## config.mk

```make
export PLATFORM = sky130hd
export DESIGN_NAME = wb_arbiter
export DESIGN_NICKNAME = d
export VERILOG_FILES = /design/src/rtl/wb_arbiter.sv
export SDC_FILE = /design/constraint.sdc
export NUM_CORES = 1
export LEC_CHECK = 0
export CORE_ASPECT_RATIO = 1.5
export CORE_MARGIN = 2
export CORE_UTILIZATION = 38
export CTS_CLUSTER_DIAMETER = 120
export CTS_CLUSTER_SIZE = 25
export DETAILED_ROUTE_END_ITERATION = 8
export HOLD_SLACK_MARGIN = 0.12
export PLACE_DENSITY = 0.86
export SETUP_SLACK_MARGIN = 0.2
export SYNTH_ARGS = -nofsm -noshare
export SYNTH_HDL_FRONTEND = slang
export SYNTH_SLANG_ARGS = --single-unit
```

## constraint.sdc

```tcl
create_clock -name clk -period 2.56 [get_ports clk]
set_clock_uncertainty 0.15 [all_clocks]
set_input_delay 0.256 -clock clk [delete_from_list [all_inputs] [get_ports clk]]
set_output_delay 0.256 -clock clk [all_outputs]
set_load 0.02 [all_outputs]
```

## src/rtl/wb_arbiter.sv

```systemverilog
// Round-robin writeback arbiter: three requesters share one register-file write port.
// Latency: grant is combinational, the rf_* write is registered one edge after the transfer.
// Backpressure: a losing requester sees req_ready=0 and holds; flush withholds all grants.
// Ports: clk/rst_n; req_valid/req_rd/req_data in, req_ready out; flush in;
//        rf_we/rf_waddr/rf_wdata/wb_src registered write port; conflict_cnt perf counter.
module wb_arbiter #(
    parameter int DATA_WIDTH = 32,
    parameter int NUM_REQ    = 3,
    parameter int CNT_WIDTH  = 16
) (
    input  logic                           clk,
    input  logic                           rst_n,
    input  logic [NUM_REQ-1:0]             req_valid,
    input  logic [5*NUM_REQ-1:0]           req_rd,
    input  logic [DATA_WIDTH*NUM_REQ-1:0]  req_data,
    output logic [NUM_REQ-1:0]             req_ready,
    input  logic                           flush,
    output logic                           rf_we,
    output logic [4:0]                     rf_waddr,
    output logic [DATA_WIDTH-1:0]          rf_wdata,
    output logic [1:0]                     wb_src,
    output logic [CNT_WIDTH-1:0]           conflict_cnt
);

    logic [1:0]            last_grant;
    logic [1:0]            start;
    logic [2:0]            cand;
    logic [1:0]            grant_idx;
    logic                  found;
    logic                  transfer;
    logic [4:0]            sel_rd;
    logic [DATA_WIDTH-1:0] sel_data;
    logic [1:0]            num_valid;
    logic                  conflict;

    // Search begins one past the last winner and wraps modulo 3.
    always_comb begin
        req_ready = '0;
        grant_idx = 2'd0;
        sel_rd    = '0;
        sel_data  = '0;
        found     = 1'b0;
        cand      = '0;
        start     = (last_grant == 2'd2) ? 2'd0 : last_grant + 2'd1;
        for (int k = 0; k < 3; k++) begin
            cand = {1'b0, start} + 3'(k);
            if (cand >= 3'd3) begin
                cand = cand - 3'd3;
            end
            if (!found && req_valid[cand[1:0]]) begin
                found     = 1'b1;
                grant_idx = cand[1:0];
            end
        end
        if (flush) begin
            found = 1'b0;
        end
        for (int i = 0; i < NUM_REQ; i++) begin
            if (found && grant_idx == i[1:0]) begin
                req_ready[i] = 1'b1;
                sel_rd       = req_rd[5*i +: 5];
                sel_data     = req_data[DATA_WIDTH*i +: DATA_WIDTH];
            end
        end
    end

    // A grant is only ever issued to a valid requester, so any ready bit is a transfer.
    assign transfer = |req_ready;

    always_comb begin
        num_valid = '0;
        for (int i = 0; i < NUM_REQ; i++) begin
            num_valid = num_valid + {1'b0, req_valid[i]};
        end
    end

    assign conflict = !flush && (num_valid >= 2'd2);

    always_ff @(posedge clk or negedge rst_n) begin
        if (!rst_n) begin
            rf_we        <= 1'b0;
            rf_waddr     <= '0;
            rf_wdata     <= '0;
            wb_src       <= '0;
            last_grant   <= 2'd2;
            conflict_cnt <= '0;
        end else begin
            // Writes to x0 are consumed and advance the pointer but never reach the file.
            rf_we <= transfer && (sel_rd != 5'd0);
            if (transfer) begin
                rf_waddr   <= sel_rd;
                rf_wdata   <= sel_data;
                wb_src     <= grant_idx;
                last_grant <= grant_idx;
            end
            if (conflict && (conflict_cnt != {CNT_WIDTH{1'b1}})) begin
                conflict_cnt <= conflict_cnt + CNT_WIDTH'(1);
            end
        end
    end

endmodule

```

==> results of run 1 <==
-- sequential cells by signal, indices dropped and copies added (netlist names) --
signal	count
conflict_cnt	16
last_grant	1
rf_waddr	5
rf_wdata	32
rf_we	1
wb_src	2
-- cell families (layout without fill, tap and decap cells) --
family / after synthesis / count (layout) / synth area share (%)
flip-flops: 57 / 57 / 49.0
AND/OR/NAND/NOR: 42 / 42 / 9.66
AO/OA/AOI/OAI: 97 / 97 / 32.3
adder cells (fa/ha/maj): 2 / 2 / 0.859
multiplexers: 1 / 1 / 0.386
XOR/XNOR: 13 / 13 / 3.91
buffers and inverters: 25 / 202 / 3.86
-- metal layers --
layer  wire, um  track usage, %  vias up
met5          0               0        -
met4        450            15.0        0
met3        725            5.91       37
met2       5380            40.3      178
met1       3660            28.6     1512
li1           -               -     1344
-- cells in the final DEF, fill, tap and decap left out, types with 3 or more instances in the layout --
master           count
clkbuf_16            9
clkbuf_1             5
a32o_1              34
nor2b_1              3
clkdlybuf4s50_1    171
nor2_1               3
a21o_1               3
a221o_1             36
buf_4                6
xor2_1               5
xnor2_1              8
nand4_1              5
nand3_1             11
nand2_1              3
dfrtp_1             56
-- power by group through the flow --
stage	logic, mW	registers [mW]	clock network, mW
detailed placement	1.24	1.25	0
global placement	1.22	1.24	0
finish	1.24	1.24	1.07
floorplan	0.373	1.43	0
global route	1.32	1.26	1.12
CTS	1.25	1.24	1.08
-- layout make-up --
| type | instances | area [um^2] |
|---|---|---|
| Sequential cell | 57 | 1430 |
| Inverter | 2 | 7.51 |
| Timing Repair Buffer | 184 | 1850 |
| Multi-Input combinational cell | 155 | 1390 |
| Fill cell | 598 | 2450 |
| Clock inverter | 1 | 5.00 |
| Clock buffer | 15 | 258 |
| Tap cell | 102 | 128 |
-- how the worst max path moves through the flow --
| stage | end | slack (ps) | cells past startpoint |
|---|---|---|---|
| after global placement | conflict_cnt[1] | 180 | 6 |
| after detailed placement | conflict_cnt[1] | 120 | 6 |
| after global routing | req_ready[1] | 340 | 5 |
| after CTS | req_ready[0] | 240 | 4 |
| final | req_ready[1] | 450 | 5 |
| after floorplan | conflict_cnt[1] | 620 | 5 |
-- repair_timing --
action / 4_1_cts / 5_1_grt
setup endpoints to repair: 2 / 2
hold buffers: 1 / 0
gates resized for setup: 2 / 2
gates cloned: 0 / 0
buffers inserted: 0 / 0
hold endpoints to repair: 57 / 0
-- cell usage after synthesis, types with 3 or more instances --
| master | count | area (um^2) |
|---|---|---|
| a221o_1 | 36 | 360 |
| nor2b_1 | 5 | 31.3 |
| a21o_1 | 3 | 22.5 |
| clkbuf_1 | 12 | 45.0 |
| a32o_1 | 34 | 340 |
| nand2_1 | 3 | 11.3 |
| xnor2_1 | 8 | 70.1 |
| nand4_1 | 5 | 31.3 |
| buf_1 | 3 | 11.3 |
| nand3_1 | 11 | 55.1 |
| nor2_1 | 3 | 11.3 |
| xor2_1 | 5 | 43.8 |
| dfrtp_1 | 56 | 1400 |
| buf_2 | 6 | 30.0 |
| o31ai_1 | 3 | 22.5 |
-- critical path, cell delays in order --
cell	delay, ps
clkdlybuf4s50_1	600
nor2b_1	200
o22ai_2	80
and2_1	220
dlygate4sd2_1	340
==> flow_summary.toml, run 1 <==
[clock_tree]
cts_sinks = 57
cts_buffers = 9
clockBufferDepth = 2
worstSkewPairLatency_ps = 330
clkTransAtPathRegs_ps = 50
htree_levels = 3
cts-root-buf = "clkbuf_16"
cts_tree = "done"

[placement]
place_congestion = 0.885
dpl_cell_area_mm2 = 0.00478
dp_hpwl_um = 7380
place_inst = 499
pre_cts_ws_ps = 118
portBuffers = 175

[yosys]
netlist_instances = 237
synth_flop_cell = "dfrtp_1"
synth_edf_count = 0
yosys_warnings = 0
async_flop_share_pct = 100
synthDistinctLibCells = 48
synth_nets = 356
ys_ff_latch = 57
yosysSeqAreaShare_pct = 49.0
syn_area_per_cell_um2 = 12.3
synth_area_mm2 = 0.00291

[worst_setup_path]
r2r_end = "conflict_cnt[1]"
r2r-start = "conflict_cnt[0]"
worst-r2r-setup-slack_ps = 590
crit_required_ps = 2150
cp_max_fo = 5
reg2regPathDepth = 4
critPathArrivalTime_ps = 1710
critPathKind = "in2out"
setup.worst_path.start_class = "primary input"
cp-end-kind = "output pin"
crit_start = "req_valid[2]"

[pwr]
p_per_area_mw_per_mm2 = 703
peakVddDrop_mv = 0.447
clkPwrFrac_pct = 30.2
switching_share_pct = 31.9
p_switching_mw = 1.13
p_int_mw = 2.42
p_seq_share_pct = 34.9
finalPower_mw = 3.56
p_leak_nw = 2.06
power_frac_comb_pct = 35.0

[floorplan]
rows = 39
dieArea_mm2 = 0.00840
die_w_um = 75.5
start_util_pct = 38.8
io_pins = 176
die_y_um = 111
core_region_area_mm2 = 0.00751

[sta]
setup_tns_ps = 0
maxSlewViolCount = 0
rsz0062_at_grt = "false"
worstMarginPinSlew_ps = 425
hold_slack_ps = 311
finalCritPeriodShare_pct = 82.6
hold_viol = 0
max_freq_mhz = 473
slew_headroom_pct = 71.6
layout_setup_ws_ps = 446
setup_violations = 0
post-route-min-period_ps = 2110

[layout]
diodes = 0
syn2layout_area_growth_pct = 73.8
fin_area_mm2 = 0.00506
layout.cells.non_filler = 516
final_core_util_pct = 67.4
nNetsFinal = 528
drive_gt1_share_pct = 7.97

[grt]
antenna_found_initial = 0
grt_max_degree = 58
grtUsageTotal_pct = 24.9
grt_overflow_total = 0
grt_pass1_vias = 3270
grt_pass1_wl_um = 15900

[run_status]
status = "completed"

[routing]
vias = 3071
wl_um = 10200
wl_per_cell_um = 19.8
ant_nets = 0
drt_iter0_drc = 222
route.detailed.drc = 0
drt-vias-per-instance = 5.95
first_pass_iters = 5

[flow_run]
maxCapViolCount = 0

[worst_hold_path]
holdCritPathClass = "in2async"
No activity file was read; power rests on OpenSTA's default activity.
==> run 2: changes to the inputs <==
--- a/config.mk
+++ b/config.mk
@@ -7,12 +7,12 @@
 export LEC_CHECK = 0
 export CORE_ASPECT_RATIO = 1.5
 export CORE_MARGIN = 2
-export CORE_UTILIZATION = 38
+export CORE_UTILIZATION = 34
 export CTS_CLUSTER_DIAMETER = 120
 export CTS_CLUSTER_SIZE = 25
 export DETAILED_ROUTE_END_ITERATION = 8
 export HOLD_SLACK_MARGIN = 0.12
-export PLACE_DENSITY = 0.86
+export PLACE_DENSITY = 0.81
 export SETUP_SLACK_MARGIN = 0.2
 export SYNTH_ARGS = -nofsm -noshare
 export SYNTH_HDL_FRONTEND = slang
==> constraint.sdc (replaced) <==
create_clock -name clk -period 1.9 [get_ports clk]
set_clock_uncertainty 0.15 [all_clocks]
set_input_delay 0.19 -clock clk [delete_from_list [all_inputs] [get_ports clk]]
set_output_delay 0.19 -clock clk [all_outputs]
set_load 0.02 [all_outputs]
==> flow_summary.toml, run 2 (same netlist as run 1, synthesis figures left out) <==
[sta]
finalCritPeriodShare_pct = 96.5
rsz0062_at_grt = "true"
worstMarginPinSlew_ps = 354
hold_slack_ps = 256
post-route-min-period_ps = 1830
setup_violations = 0
maxSlewViolCount = 0
max_freq_mhz = 546
hold_viol = 0
slew_headroom_pct = 76.2

[worst_setup_path]
crit_required_ps = 1960
cp_num_buf_inv = 2
critPathKind = "reg2reg"
cp_max_fo = 10
worst-r2r-setup-slack_ps = 70
path_cells = "o22ai_4 -> buf_6 -> clkbuf_16 -> a32o_1 -> a221o_1"
cp-end-kind = "flop"
reg2regPathDepth = 5
r2r-start = "last_grant[1]"
r2r_end = "rf_wdata[19]"
setup.worst_path.start_class = "flop"
slowest_stage = "dfstp_2"
cpLargestDelayFamily = "compound AO/OA/AOI/OAI gates"
slowest_delay_ps = 610
critPathArrivalTime_ps = 1890

[floorplan]
core_region_area_mm2 = 0.00836
die_y_um = 117
rows = 41
io_pins = 176
die_w_um = 79.6
dieArea_mm2 = 0.00934
start_util_pct = 34.8

[clock_tree]
worstSkewPairLatency_ps = 320
clkTransAtPathRegs_ps = 50
cts-root-buf = "clkbuf_16"
cts_tree = "done"
cts_buffers = 9
htree_levels = 3
clockBufferDepth = 2
cts_sinks = 57

[routing]
wl_per_cell_um = 19.7
ant_nets = 0
vias = 3138
wl_um = 10800
drt_iter0_drc = 201
drt-vias-per-instance = 5.73
first_pass_iters = 4
route.detailed.drc = 0

[grt]
antenna_found_initial = 0
grt_pass1_vias = 3273
grtUsageTotal_pct = 22.4
grt_pass1_wl_um = 16100
busiest_layer = "met2"
grt_use_met3_pct = 5.85
grt_use_met1_pct = 24.2
grt_overflow_total = 0
grtUsageMet2_pct = 39.3
grt_max_degree = 58

[layout]
nNetsFinal = 555
layout.cells.non_filler = 548
largest_reg_flops = 32
layout_common_cells = "152 x clkdlybuf4s50_1, 45 x dfrtp_1, 36 x a221o_1"
syn2layout_area_growth_pct = 87.8
diodes = 0
top_regs = "rf_wdata x32, conflict_cnt x16, rf_waddr x5"
drive_gt1_share_pct = 20.6
top_register = "rf_wdata"
final_common_cell = "clkdlybuf4s50_1"

[pwr]
p_leak_nw = 2.31
p_switching_mw = 1.59
peakVddDrop_mv = 0.505
switching_share_pct = 31.0
p_seq_share_pct = 32.6
p_int_mw = 3.54
power_frac_comb_pct = 36.7
finalPower_mw = 5.13
p_per_area_mw_per_mm2 = 938
clkPwrFrac_pct = 30.7

[placement]
portBuffers = 175
place_congestion = 0.859
place_inst = 518
dp_hpwl_um = 7420

[run_status]
status = "completed"

[flow_run]
maxCapViolCount = 0

[worst_hold_path]
holdCritPathClass = "in2async"
[run 2: layer usage]
| metal | vias to the layer above | share of wire (%) | wire length (um) |
|---|---|---|---|
| li1 | 1408 | - | - |
| met3 | 23 | 6.3 | 684 |
| met5 | - | 0 | 0 |
| met4 | 0 | 2.6 | 277 |
| met1 | 1561 | 37 | 3940 |
| met2 | 146 | 54 | 5870 |
[run 2: area by class of cell]
class | count | area [um^2]
Timing Repair Buffer | 211 | 2110
Sequential cell | 57 | 1440
Clock inverter | 3 | 40.0
Fill cell | 662 | 2890
Multi-Input combinational cell | 155 | 1490
Tap cell | 107 | 134
Clock buffer | 13 | 250
Inverter | 2 | 7.51
[run 2: how the worst max path moves through the flow]
stage	startpoint	end	depth (start not counted)
after floorplan	conflict_cnt[2]	conflict_cnt[1]	5
after global placement	req_valid[0]	conflict_cnt[1]	6
after detailed placement	req_valid[0]	conflict_cnt[11]	7
after CTS	last_grant[1]	rf_wdata[23]	5
after global routing	last_grant[1]	rf_waddr[3]	5
final	last_grant[1]	rf_wdata[19]	5
[run 2: power by group through the flow]
stage | clock (mW) | combinational (mW) | sequential [mW]
floorplan | 0 | 0.513 | 1.94
global placement | 0 | 1.72 | 1.67
detailed placement | 0 | 1.74 | 1.68
CTS | 1.60 | 1.74 | 1.67
global route | 1.66 | 1.98 | 1.70
finish | 1.58 | 1.89 | 1.67
[run 2: timing repair]
item,CTS,global route
endpoints found under the hold margin,57,0
hold buffers,1,0
setup buffers,1,10
pin swaps,8,17
cloned,0,2
endpoints found under the setup margin,66,53
resized for setup,52,13
[run 2: per-stage QoR]
step                      cell area, um^2  TNS [ps]  setup slack, ps  utilization (%)
after floorplan                      2970         0              163                -
after global placement               4930    -11010             -361             58.9
after detailed placement             4930    -13610             -427             58.9
after CTS                            5290         0             73.4             63.3
after global routing                 5470         0             30.8             65.5
final                                5470         0             67.0             65.5
[run 2: worst min-delay path, delay by kind of cell]
kind / cells / cell delay (ps)
buffers and inverters: 3 / 930
==> RTL edit 1 (config.mk and constraints of run 1) <==
`CNT_WIDTH`: 16 -> 32.
--- a/src/rtl/wb_arbiter.sv
+++ b/src/rtl/wb_arbiter.sv
@@ -6,7 +6,7 @@
 module wb_arbiter #(
     parameter int DATA_WIDTH = 32,
     parameter int NUM_REQ    = 3,
-    parameter int CNT_WIDTH  = 16
+    parameter int CNT_WIDTH  = 32
 ) (
     input  logic                           clk,
     input  logic                           rst_n,
Ports: changed (resized conflict_cnt); port bits go from 176 to 192. No check against the original RTL was run, so the function may have changed too.
==> RTL edit 1 against run 1 <==
  * Wire length up 13%
  * Die area up 21%
  * Via count is 20% higher
  * Setup slack worse by 160 ps
  * Final cell count increased by 27%
  * Total power increased by 12%
  * Area after synthesis rose by 22%
  * Sequential cell count up 16
  * Sequential power grew 18%
  * Design area increased by 17%
  * Largest cell class unchanged
==> RTL edit 1: results (changes against run 1) <==
[status]
status = finished clean

[sta]
relSlewSlack_pct = 37.7  ; -34 points

[worst_setup_path]
ff2ff_path_depth = 4  ; unchanged
critPathMaxFanout = 4  ; -1
cpPeakStageDelay_ps = 640  ; +40 ps
crit_required_ps = 2150  ; about the same
crit_path_top_delay_cell = clkdlybuf4s50_1

[yosys]
ys_top_cells_by_area = dfrtp_1 (51%), a22oi_1 (15%), o21ai_0 (5.5%), xnor2_1 (4.2%), xor2_1 (3.0%)
ys_warn_count = 0  ; unchanged
ys.flop_type = dfrtp_1
ys_seq_area_share_pct = 51.4  ; +2.4 points
syn_nets = 468  ; +31%
ys_types = 43  ; -10%
synthTopCellsByCount = dfrtp_1 (72), a22oi_1 (70), o21ai_0 (39)
synthArstFlopShare_pct = 100  ; unchanged

[worst_hold_path]
hold_class = reg -> reg
whs_path_depth = 2

[cts]
cts_made_buffers = 9  ; unchanged
path_clk_slew_ps = 50  ; about the same
cts_max_path_buffers = 2  ; unchanged
clock_latency_ps = 340
cts_setup_buffers = 0  ; unchanged
ctsHtreeMaxLevel = 3  ; unchanged
cts_root_buffer = clkbuf_16

[power_and_ir_drop]
p_leak_nw = 2.42  ; +18%
ir_drop_mv = 0.558  ; +25%

[place]
port_buffers = 191  ; +9.1%
place_congestion = 0.873  ; -1.3%
dp_hpwl_mm = 8.34  ; +13%

[global_routing]
grt_antenna_before_repair = 0  ; unchanged
grt_pass1_vias = 3685  ; +13%
grt_pass1_wl_mm = 18.4  ; +16%
grt_start_max_net_pins = 74  ; +28%
grtUsageTotal_pct = 22.7  ; -2.2 points

[finish]
nFillCells = 721  ; +21%
num_antenna_cells = 0  ; unchanged
nets = 655  ; +24%
reg_top3 = conflict_cnt (32), rf_wdata (32), rf_waddr (5)
drive_above_1_share_pct = 6.28  ; -1.7 points

[routing]
first_pass_iters = 5  ; unchanged
routed_wl_mm = 11.6  ; +13%
drt_first_iter_violations = 143  ; -36%
viasPerCell = 5.63  ; -5.3%

==> RTL edit 1: layout make-up <==
cell class                      count  share of cell area, %
Timing Repair Buffer              201                   33.9
Sequential cell                    73                   30.8
Multi-Input combinational cell    245                   27.2
Clock buffer                       10                   3.86
Tap cell                          112                   2.36
Clock inverter                      6                   1.54
Inverter                            6                  0.379
==> RTL edit 1: kinds of logic after synthesis <==
family	Yosys count	synth area share [%]
AO/OA/AOI/OAI	122	22.8
XOR/XNOR	29	7.15
adder cells (fa/ha/maj)	2	0.704
buffers and inverters	31	3.63
flip-flops	73	51.4
multiplexers	3	0.880
AND/OR/NAND/NOR	89	13.4
==> RTL edit 1: layer usage <==
layer | routed length (um) | up-vias | part of all wire [%] | GRT usage, %
met5 | 0 | - | 0 | 0
met4 | 372 | 0 | 3.2 | 10.5
met3 | 752 | 22 | 6.5 | 6.05
met2 | 6000 | 169 | 52 | 39.3
met1 | 4470 | 1806 | 39 | 26.4
li1 | - | 1682 | - | -
==> RTL edit 1: through the flow <==
step                setup slack (ps)  std cells  instance area [sq um]  utilization (%)
floorplan                        338        349                   3550                -
finish                           285        653                   5940             64.6
CTS                              217        653                   5930             64.5
global route                     203        653                   5940             64.6
detailed placement              84.8        636                   5600             60.9
global placement                 115        636                   5600             60.9
==> RTL edit 1: path summary, 6_finish.rpt <==
path | from | end | slack [ps]
worst max register to register | conflict_cnt[24] | conflict_cnt[1] | 300
min in group asynchronous | rst_n | rf_wdata[8] | 460
worst min register to register | rf_waddr[2] | rf_waddr[2] | 330
worst max-delay path | req_valid[1] | req_ready[0] | 290
worst min-delay path | rf_waddr[2] | rf_waddr[2] | 330
max in group asynchronous | rst_n | conflict_cnt[11] | 1200
==> RTL edit 1: power by group <==
| group | switching (mW) | internal, mW | total [mW] | leakage (nW) |
|---|---|---|---|---|
| Sequential | 0.130 | 1.33 | 1.46 | 0.913 |
| Clock | 0.502 | 0.856 | 1.36 | 0.145 |
| Combinational | 0.551 | 0.604 | 1.16 | 1.37 |
==> RTL edit 1: what timing repair did <==
item                                   CTS  global route
hold buffers                             1             0
endpoints found under the hold margin   72             0
setup endpoints to repair                1            12
resized for setup                        1             3
==> RTL edit 1: critical path: cells and delay by family <==
family / cells / cell delay [ps]
buf+inv: 2 / 1110
simple gates: 4 / 510
==> RTL edit 2 (config.mk and constraints of run 1) <==
Made on the original files. Put one more register stage on the output `conflict_cnt`. The value now appears one clock later. The other outputs are not delayed to match. Comments in the files are not updated.
--- a/src/rtl/wb_arbiter.sv
+++ b/src/rtl/wb_arbiter.sv
@@ -21,6 +21,8 @@
     output logic [1:0]                     wb_src,
     output logic [CNT_WIDTH-1:0]           conflict_cnt
 );
+
+    logic [CNT_WIDTH-1:0] conflict_cnt_s0;
 
     logic [1:0]            last_grant;
     logic [1:0]            start;
@@ -83,7 +85,7 @@
             rf_wdata     <= '0;
             wb_src       <= '0;
             last_grant   <= 2'd2;
-            conflict_cnt <= '0;
+            conflict_cnt_s0 <= '0;
         end else begin
             // Writes to x0 are consumed and advance the pointer but never reach the file.
             rf_we <= transfer && (sel_rd != 5'd0);
@@ -93,11 +95,15 @@
                 wb_src     <= grant_idx;
                 last_grant <= grant_idx;
             end
-            if (conflict && (conflict_cnt != {CNT_WIDTH{1'b1}})) begin
-                conflict_cnt <= conflict_cnt + CNT_WIDTH'(1);
+            if (conflict && (conflict_cnt_s0 != {CNT_WIDTH{1'b1}})) begin
+                conflict_cnt_s0 <= conflict_cnt_s0 + CNT_WIDTH'(1);
             end
         end
     end
 
+    always_ff @(posedge clk) begin
+        conflict_cnt <= conflict_cnt_s0;
+    end
+
 endmodule
 
Formal check against the unedited RTL: not equivalent (a bounded check fails within 4 cycles, from zero or initial values and one cycle with rst_n low).
==> RTL edit 2 against run 1 <==
  * Register-to-register slack worse by 70 ps
  * Global-route usage down 1.8 points
  * Final cell count rose by 7.9%
  * Design area increased by 3.3%
  * Utilization fell by 1.3 points
  * Setup slack lost 140 ps
  * Combinational power decreased by 11%
  * Sequential cell count rose by 16
  * Total power increased by 11%
  * Area after synthesis up 5.1%
  * Non-clock buffer count decreased by 2
  * Wire length shrank 3.3%
==> RTL edit 2: results (changes against run 1) <==
[yosys]
synthArstFlopShare_pct = 78.1  ; -22 points
synthTopCellsByCount = a22oi_1 (66), dfrtp_1 (56), nand2_1 (45)
ys_types = 37  ; -23%
ys_top_cells_by_area = dfrtp_1 (46%), a22oi_1 (16%), dfxtp_1 (10%), nand2_1 (5.5%), xnor2_1 (3.4%)
syn_nets = 393  ; +10%

[worst_setup_path]
cpPeakStageDelay_ps = 630  ; +30 ps
ff2ff_path_depth = 5  ; +1
reg2reg_to = rf_we
startpoint = req_valid[1]
r2r_start = last_grant[1]
crit_path_end = req_ready[2]
critPathMaxFanout = 3  ; -2

[global_routing]
grt_start_max_net_pins = 41  ; -29%
grtUsageTotal_pct = 23.1  ; -1.8 points
met1_usage_pct = 25.9  ; -2.8 points
grt_util_met2_pct = 40.1  ; -0.23 points
grt_pass1_vias = 3171  ; -3.0%
grt_pass1_wl_mm = 15.7  ; -1.0%

[place]
place_ws_ps = 171  ; +53.4 ps
dp_hpwl_mm = 7.30  ; -1.1%
place_congestion = 0.806  ; -9.0%

[routing]
drt_first_iter_violations = 210  ; -5.4%
post_drt_wl_per_cell_um = 17.7  ; -10%
first_pass_iters = 4  ; -1
vias = 2971  ; -3.3%

[sta]
relSlewSlack_pct = 44.2  ; -27 points
period_minus_slack_ps = 2250  ; +140 ps

[finish]
nets = 566  ; +7.2%
nFillCells = 610  ; +2.0%
reg_top3 = rf_wdata (32), conflict_cnt (16), conflict_cnt_s0 (16)

[worst_hold_path]
hold_class = reg -> reg

[power_and_ir_drop]
ir_drop_mv = 0.610  ; +36%

[status]
status = finished clean

-- RTL edit 2: changes by cell type after synthesis, moves of 3 or more --
| cell | change |
|---|---|
| nand4_1 | +5 |
| a222oi_1 | +4 |
| dfxtp_1 | +16 |
| nor2b_1 | -4 |
| nor3_1 | +4 |
| xor2_1 | -3 |
| nand3_1 | -5 |
| nand2_1 | +42 |
| o31ai_1 | -3 |
| a32o_1 | -34 |
| a221o_1 | -35 |
| buf_1 | -3 |
| a22oi_1 | +64 |
| xnor2_1 | +4 |
-- RTL edit 2: cell families after synthesis --
group / Yosys count / share of synthesized area, %
AOI/OAI and AO/OA: 82 / 21.0
xor gates and xnor gates: 14 / 4.00
adders and majority gates: 2 / 0.817
buffers and inverters: 21 / 3.72
DFF: 73 / 57.1
muxes: 1 / 0.368
and+or+nand+nor: 81 / 13.1
-- RTL edit 2: report_power, final --
group / total (mW) / switching, mW / internal (mW)
clock network: 1.32 / 0.470 / 0.852
registers: 1.51 / 0.151 / 1.36
logic: 1.10 / 0.520 / 0.583
total: 3.94 / 1.14 / 2.80
-- RTL edit 2: area by class of cell --
type | instances | area share (%)
Timing Repair Buffer | 182 | 34.9
Sequential cell | 73 | 33.4
Multi-Input combinational cell | 180 | 23.0
Clock buffer | 9 | 4.31
Tap cell | 105 | 2.51
Clock inverter | 7 | 1.82
Inverter | 1 | 0.0718
-- RTL edit 2: routing by layer --
metal	share of wire [%]	routed length (um)	vias up
li1	-	-	1376
met1	38	3750	1433
met2	53	5210	140
met3	6.3	621	22
met4	2.9	291	0
met5	0	0	-
-- RTL edit 2: metrics by stage --
stage	hold slack (ps)	cell area, sq um	cells
floorplan	-190	3060	274
global placement	170	4900	540
detailed placement	171	4900	540
CTS	290	5230	557
global route	306	5230	557
finish	287	5230	557
